[config.mk]
export PLATFORM = sky130hd
export DESIGN_NAME = rx_sample_decimator
export DESIGN_NICKNAME = d
export VERILOG_FILES = /design/src/rtl/rx_sample_decimator.sv
export SDC_FILE = /design/constraint.sdc
export NUM_CORES = 1
export LEC_CHECK = 0
export BUFFER_PORTS_ARGS = -buffer_cell sky130_fd_sc_hd__buf_2
export CORE_MARGIN = 1.5
export CORE_UTILIZATION = 36
export DETAILED_ROUTE_END_ITERATION = 8
export PLACE_DENSITY = 0.59
export RECOVER_POWER = 100
export SETUP_SLACK_MARGIN = 0.5
export SYNTH_ARGS = -nofsm -noshare
export SYNTH_HDL_FRONTEND = slang
export SYNTH_SLANG_ARGS = --single-unit
[constraint.sdc]
create_clock -name clk_32M768 -period 3.7 [get_ports clk_32M768]
set_clock_uncertainty 0.2 [all_clocks]
set_input_delay 0.74 -clock clk_32M768 [delete_from_list [all_inputs] [get_ports clk_32M768]]
set_output_delay 0.74 -clock clk_32M768 [all_outputs]
set_load 0.05 [all_outputs]
[src/rtl/rx_sample_decimator.sv]
// Multi-channel I/Q decimator with pick and boxcar-average modes.
// Output uses a one-deep AXI-Stream holding register with drop accounting.
module rx_sample_decimator #(
    parameter int WIDTH    = 12,
    parameter int CHANNELS = 2,
    parameter int RATIO_W  = 4,
    parameter int ACC_W    = WIDTH + RATIO_W
) (
    input  logic                      clk_32M768,
    input  logic                      rst_n_32M768,
    input  logic [RATIO_W-1:0]        cfg_ratio,
    input  logic                      cfg_mode,
    input  logic [RATIO_W-1:0]        cfg_shift,
    input  logic                      s_tvalid,
    input  logic [CHANNELS*WIDTH-1:0] s_tdata,
    input  logic                      s_sync,
    output logic                      m_tvalid,
    input  logic                      m_tready,
    output logic [CHANNELS*WIDTH-1:0] m_tdata,
    output logic                      m_tuser,
    output logic                      overflow,
    output logic [15:0]               drop_cnt,
    input  logic                      clr_stat
);

    typedef enum logic {
        MODE_PICK = 1'b0,
        MODE_AVG  = 1'b1
    } mode_e;

    localparam logic signed [ACC_W-1:0] SAT_MAX = ACC_W'((1 << (WIDTH - 1)) - 1);
    localparam logic signed [ACC_W-1:0] SAT_MIN = -SAT_MAX - 1;

    logic [RATIO_W-1:0]        r_ratio;
    logic [RATIO_W-1:0]        r_shift;
    mode_e                     r_mode;
    logic [RATIO_W-1:0]        r_phase;
    logic signed [ACC_W-1:0]   r_acc [CHANNELS];
    logic                      r_first;
    logic                      r_valid;
    logic                      r_user;
    logic [CHANNELS*WIDTH-1:0] r_data;
    logic                      r_ovf;
    logic [15:0]               r_drop;

    logic                      w_load_cfg;
    logic [RATIO_W-1:0]        w_ratio;
    logic [RATIO_W-1:0]        w_shift;
    mode_e                     w_mode;
    logic [RATIO_W-1:0]        w_phase;
    logic                      w_start;
    logic                      w_last;
    logic                      w_cand_v;
    logic                      w_first;
    logic                      w_load_out;
    logic                      w_drop;
    logic signed [ACC_W-1:0]   w_ext [CHANNELS];
    logic signed [ACC_W-1:0]   w_sum [CHANNELS];
    logic signed [ACC_W-1:0]   w_shr [CHANNELS];
    logic [CHANNELS*WIDTH-1:0] w_cand;

    // The beat that opens a window already uses the configuration latched with it.
    always_comb begin
        w_load_cfg = s_sync | (s_tvalid & (r_phase == '0));
        w_ratio    = w_load_cfg ? cfg_ratio : r_ratio;
        w_shift    = w_load_cfg ? cfg_shift : r_shift;
        w_mode     = w_load_cfg ? mode_e'(cfg_mode) : r_mode;
        w_phase    = s_sync ? '0 : r_phase;
        w_start    = (w_phase == '0);
        w_last     = (w_phase == w_ratio);
        w_cand_v   = s_tvalid & ((w_mode == MODE_PICK) ? w_start : w_last);
        w_first    = r_first | s_sync;
        w_load_out = w_cand_v & (~r_valid | m_tready);
        w_drop     = w_cand_v & r_valid & ~m_tready;
        w_cand     = '0;
        for (int unsigned k = 0; k < CHANNELS; k++) begin
            w_ext[k] = {{(ACC_W - WIDTH){s_tdata[k*WIDTH + WIDTH - 1]}}, s_tdata[k*WIDTH +: WIDTH]};
            w_sum[k] = w_start ? w_ext[k] : r_acc[k] + w_ext[k];
            w_shr[k] = w_sum[k] >>> w_shift;
            if (w_mode == MODE_PICK)
                w_cand[k*WIDTH +: WIDTH] = s_tdata[k*WIDTH +: WIDTH];
            else if (w_shr[k] > SAT_MAX)
                w_cand[k*WIDTH +: WIDTH] = SAT_MAX[WIDTH-1:0];
            else if (w_shr[k] < SAT_MIN)
                w_cand[k*WIDTH +: WIDTH] = SAT_MIN[WIDTH-1:0];
            else
                w_cand[k*WIDTH +: WIDTH] = w_shr[k][WIDTH-1:0];
        end
    end

    always_ff @(posedge clk_32M768) begin
        if (!rst_n_32M768) begin
            r_ratio <= cfg_ratio;
            r_shift <= cfg_shift;
            r_mode  <= mode_e'(cfg_mode);
            r_phase <= '0;
            for (int unsigned k = 0; k < CHANNELS; k++) r_acc[k] <= '0;
            r_first <= 1'b1;
            r_valid <= 1'b0;
            r_user  <= 1'b0;
            r_data  <= '0;
            r_ovf   <= 1'b0;
            r_drop  <= '0;
        end else begin
            if (w_load_cfg) begin
                r_ratio <= cfg_ratio;
                r_shift <= cfg_shift;
                r_mode  <= mode_e'(cfg_mode);
            end

            if (s_tvalid) begin
                r_phase <= w_last ? '0 : w_phase + 1'b1;
                for (int unsigned k = 0; k < CHANNELS; k++) r_acc[k] <= w_sum[k];
            end else if (s_sync) begin
                r_phase <= '0;
                for (int unsigned k = 0; k < CHANNELS; k++) r_acc[k] <= '0;
            end

            if (w_load_out) begin
                r_valid <= 1'b1;
                r_data  <= w_cand;
                r_user  <= w_first;
            end else if (m_tready) begin
                r_valid <= 1'b0;
            end

            if (w_load_out)
                r_first <= 1'b0;
            else if (s_sync)
                r_first <= 1'b1;

            if (clr_stat) begin
                r_ovf  <= 1'b0;
                r_drop <= '0;
            end else if (w_drop) begin
                r_ovf <= 1'b1;
                if (r_drop != '1) r_drop <= r_drop + 1'b1;
            end
        end
    end

    assign m_tvalid = r_valid;
    assign m_tdata  = r_data;
    assign m_tuser  = r_user;
    assign overflow = r_ovf;
    assign drop_cnt = r_drop;

endmodule

==> impl_metrics.csv <==
group,metric,value,unit
outcome,outcome,"complete, no violations",
worst_setup_path,cp-end-kind,"flop",
power_and_ir_drop,power.density,348.3,nW/um^2
floorplanning,num_io_pins,82,
grt,globalRouteOverflowTotal,0,
synthesis,ys_ff_latch,89,
synthesis,synth_edf_count,32,
synthesis,ys_warn_count,0,
floorplanning,dieWidth,148.0,um
worst_setup_path,worstPathRequired,3.74,ns
detailed_routing,dr.pass1.iters,5,
worst_setup_path,r2r-end,"m_tdata[20]",
detailed_routing,via_per_inst,5.606,
layout,final_common_cell,"buf_4",
placed_design,pre_cts_ws,-0.3835,ns
cts,clk_pin_slew,0.07,ns
run,drv_cap,0,
synthesis,avgSynthCellArea,7.906,sq um
power_and_ir_drop,power_frac_clock,23.7,%
sta,maxSlewHeadroom,30.39,%
synthesis,synthCells,957,
cts,cts_root_buffer,"clkbuf_16",
placed_design,dpl.hpwl,20.40,mm
synthesis,syn-num-nets,1031,
floorplanning,die_area,21900,sq um
cts,cts_sinks,89,
sta,rsz0062_at_grt,"true",
power_and_ir_drop,vdd_drop_max,0.0002625,V
layout,layout-drive-gt1-share,40.50,%
worst_setup_path,r2r-start,"r_acc[0][17]",
layout,layout.nets,1338,
sta,finalHoldViolations,0,
sta,period_share,95.15,%
detailed_routing,wirelength,27.88,mm
synthesis,synth_top_area_share,15.08,%
grt,antenna_found_initial,0,
sta,finalWorstSetupSlack,0.1794,ns
power_and_ir_drop,power,4.042,mW
worst_setup_path,critPathCapture,"m_tdata[6]",
worst_setup_path,arrival,3.56,ns
placed_design,gp_congestion,0.9331,
synthesis,synthesis.area,7566,sq um
synthesis,async_reset_ff_share,0,%
sta,min_period,3.521,ns
sta,setup-violations-final,0,
grt,grt_pass1_wl,43.60,mm
power_and_ir_drop,internal_power,2.438,mW
synthesis,ys_types,96,
layout,n_antenna_cell,0,
grt,grt_max_degree,33,
detailed_routing,drtIter0Drc,623,
min_path,hp-class,"flop to flop",
cts,htreeDepth,3,
placed_design,place_inst,1477,
floorplanning,start_util,37.03,%
layout,final_cells,1539,
synthesis,synth_top_flop_cell,"dfxtp_1",
cts,cts_buffers,9,
synthesis,synth_top_cells_by_area,"dfxtp_1 15%, edfxtp_1 13%, nand2_1 5.6%",
cts,clock_latency,0.36,ns
worst_setup_path,ff2ff_setup_slack,0.21,ns
worst_setup_path,crit_start,"s_tdata[3]",
sta,slew_violations,0,
sta,worst_pin_slew,1.044,ns
worst_setup_path,r2r_cells,13,
power_and_ir_drop,leakage,4.737,nW
worst_setup_path,crit_type,"input port to flop",
cts,cts_tree,"done",
power_and_ir_drop,p_sw,1.604,mW
detailed_routing,ant_nets,0,
floorplanning,rows,52,
layout,final_cell_mix,"239 x buf_4, 109 x nor2_1, 107 x nand2_1",
worst_setup_path,crit_fanout,6,
sta,max_freq,0.2840,GHz
detailed_routing,post-route-drc-count,0,
detailed_routing,vias,8627,
synthesis,yosysSeqAreaShare,27.78,%
power_and_ir_drop,combPwrFrac,48.2,%
worst_setup_path,critPathLaunchType,"input port",
placed_design,io_buffers,81,
grt,gr-usage-all-layers,25.26,%
grt,grt_pass1_vias,8524,
cts,cts_max_path_buffers,2,
synthesis,yosysTopAreaCell,"dfxtp_1",
detailed_routing,wl_per_cell,18.12,um
power_and_ir_drop,power_frac_seq,28.0,%
sta,fin_setup_tns,0,ns
layout,syn_to_final_growth,53.38,%
floorplanning,core_area,20430,sq um
power_and_ir_drop,switching_share,39.67,%
floorplanning,chipHeight,148.0,um
[cell families after synthesis]
group / synth area share (%)
adder cells (fa/ha/maj): 5.987
XOR/XNOR: 3.589
buffers and inverters: 4.911
multiplexers: 5.986
AO/OA/AOI/OAI: 29.25
flip-flops: 27.78
AND/OR/NAND/NOR: 22.49
[layer usage]
layer  GRT usage, %  part of all wire, %  vias to the layer above
met4          11.88                  3.6                        0
met3          3.735                  4.1                       69
met2          43.08                   48                      245
li1               -                    -                     4180
met1          31.29                   44                     4133
met5              0                    0                        -
[registers in the layout, summed over array words and instances (netlist names), 4 cells and up]
register	flops
r_shift	4
m_tdata	24
r_ratio	4
r_phase	4
drop_cnt	16
r_acc	32
[critical path, stage by stage]
cell      delay, ns
buf_6          0.10
ha_4           0.24
a21o_1         0.20
a21oi_4        0.27
a211oi_2       0.13
o211ai_1       0.27
a41oi_2        0.17
buf_4          0.16
buf_4          0.13
a21oi_4        0.21
mux2i_4        0.11
a311o_2        0.46
buf_6          0.16
a21oi_1        0.14
o21ai_1        0.06
[layout make-up]
type,count,area [sq um]
multi-input combinational,790,6275
timing repair buffer,356,2526
clock buffer,9,225.2
sequential,89,2102
tap,270,337.8
inverter,18,68.82
fill,1940,8825
clock inverter,7,70.07
[Yosys cell counts (all sizes together) (6+ instances only)]
cell,number
a2111oi,7
a211oi,26
a21boi,6
a21o,20
a21oi,74
a22o,7
a311oi,14
a31oi,10
and2,8
and3,9
buf,31
clkbuf,30
dfxtp,57
edfxtp,32
ha,33
inv,17
mux2,13
mux2i,29
nand2,114
nand2b,9
nand3,30
nand4,11
nor2,114
nor2b,13
nor3,23
o211ai,15
o21ai,78
o21bai,8
o221ai,8
o22ai,12
or3,7
xnor2,20
xor2,11
[repair_timing]
action,CTS,global route
pin swaps,65,54
setup buffers,29,16
resized for setup,111,77
gates cloned,1,0
hold buffers,0,0
endpoints found under the setup margin,32,34
[worst min path at each step]
| stage | depth (start not counted) | from | endpoint | slack (ns) |
|---|---|---|---|---|
| 3_5_place_dp | 2 | m_tdata[12] | m_tdata[12] | 0.24 |
| 5_1_grt | 2 | m_tdata[12] | m_tdata[12] | 0.26 |
| 3_3_place_gp | 2 | m_tdata[12] | m_tdata[12] | 0.23 |
| 6_report | 2 | m_tdata[12] | m_tdata[12] | 0.25 |
| 2_1_floorplan | 2 | r_ratio[1] | r_ratio[1] | 0.27 |
| 4_1_cts | 2 | m_tdata[12] | m_tdata[12] | 0.25 |
[power groups by stage]
stage                     logic (mW)  clock network, mW  registers [mW]
after global routing            2.09               1.01            1.14
after detailed placement        1.66                  0            1.15
final                           1.95              0.960            1.13
after CTS                       1.85              0.978            1.13
after global placement          1.65                  0            1.15
after floorplan                0.920                  0            1.24
[per-stage QoR]
| step | hold WS, ns | area, sq um | utilization, % |
|---|---|---|---|
| 2_1_floorplan | 0.2660 | 8039 | - |
| 3_3_place_gp | 0.2327 | 10220 | 50.02 |
| 3_5_place_dp | 0.2350 | 10220 | 50.02 |
| 4_1_cts | 0.2460 | 11300 | 55.32 |
| 5_1_grt | 0.2608 | 11600 | 56.80 |
| 6_report | 0.2494 | 11600 | 56.80 |
(Power assumes the default switching activity.)
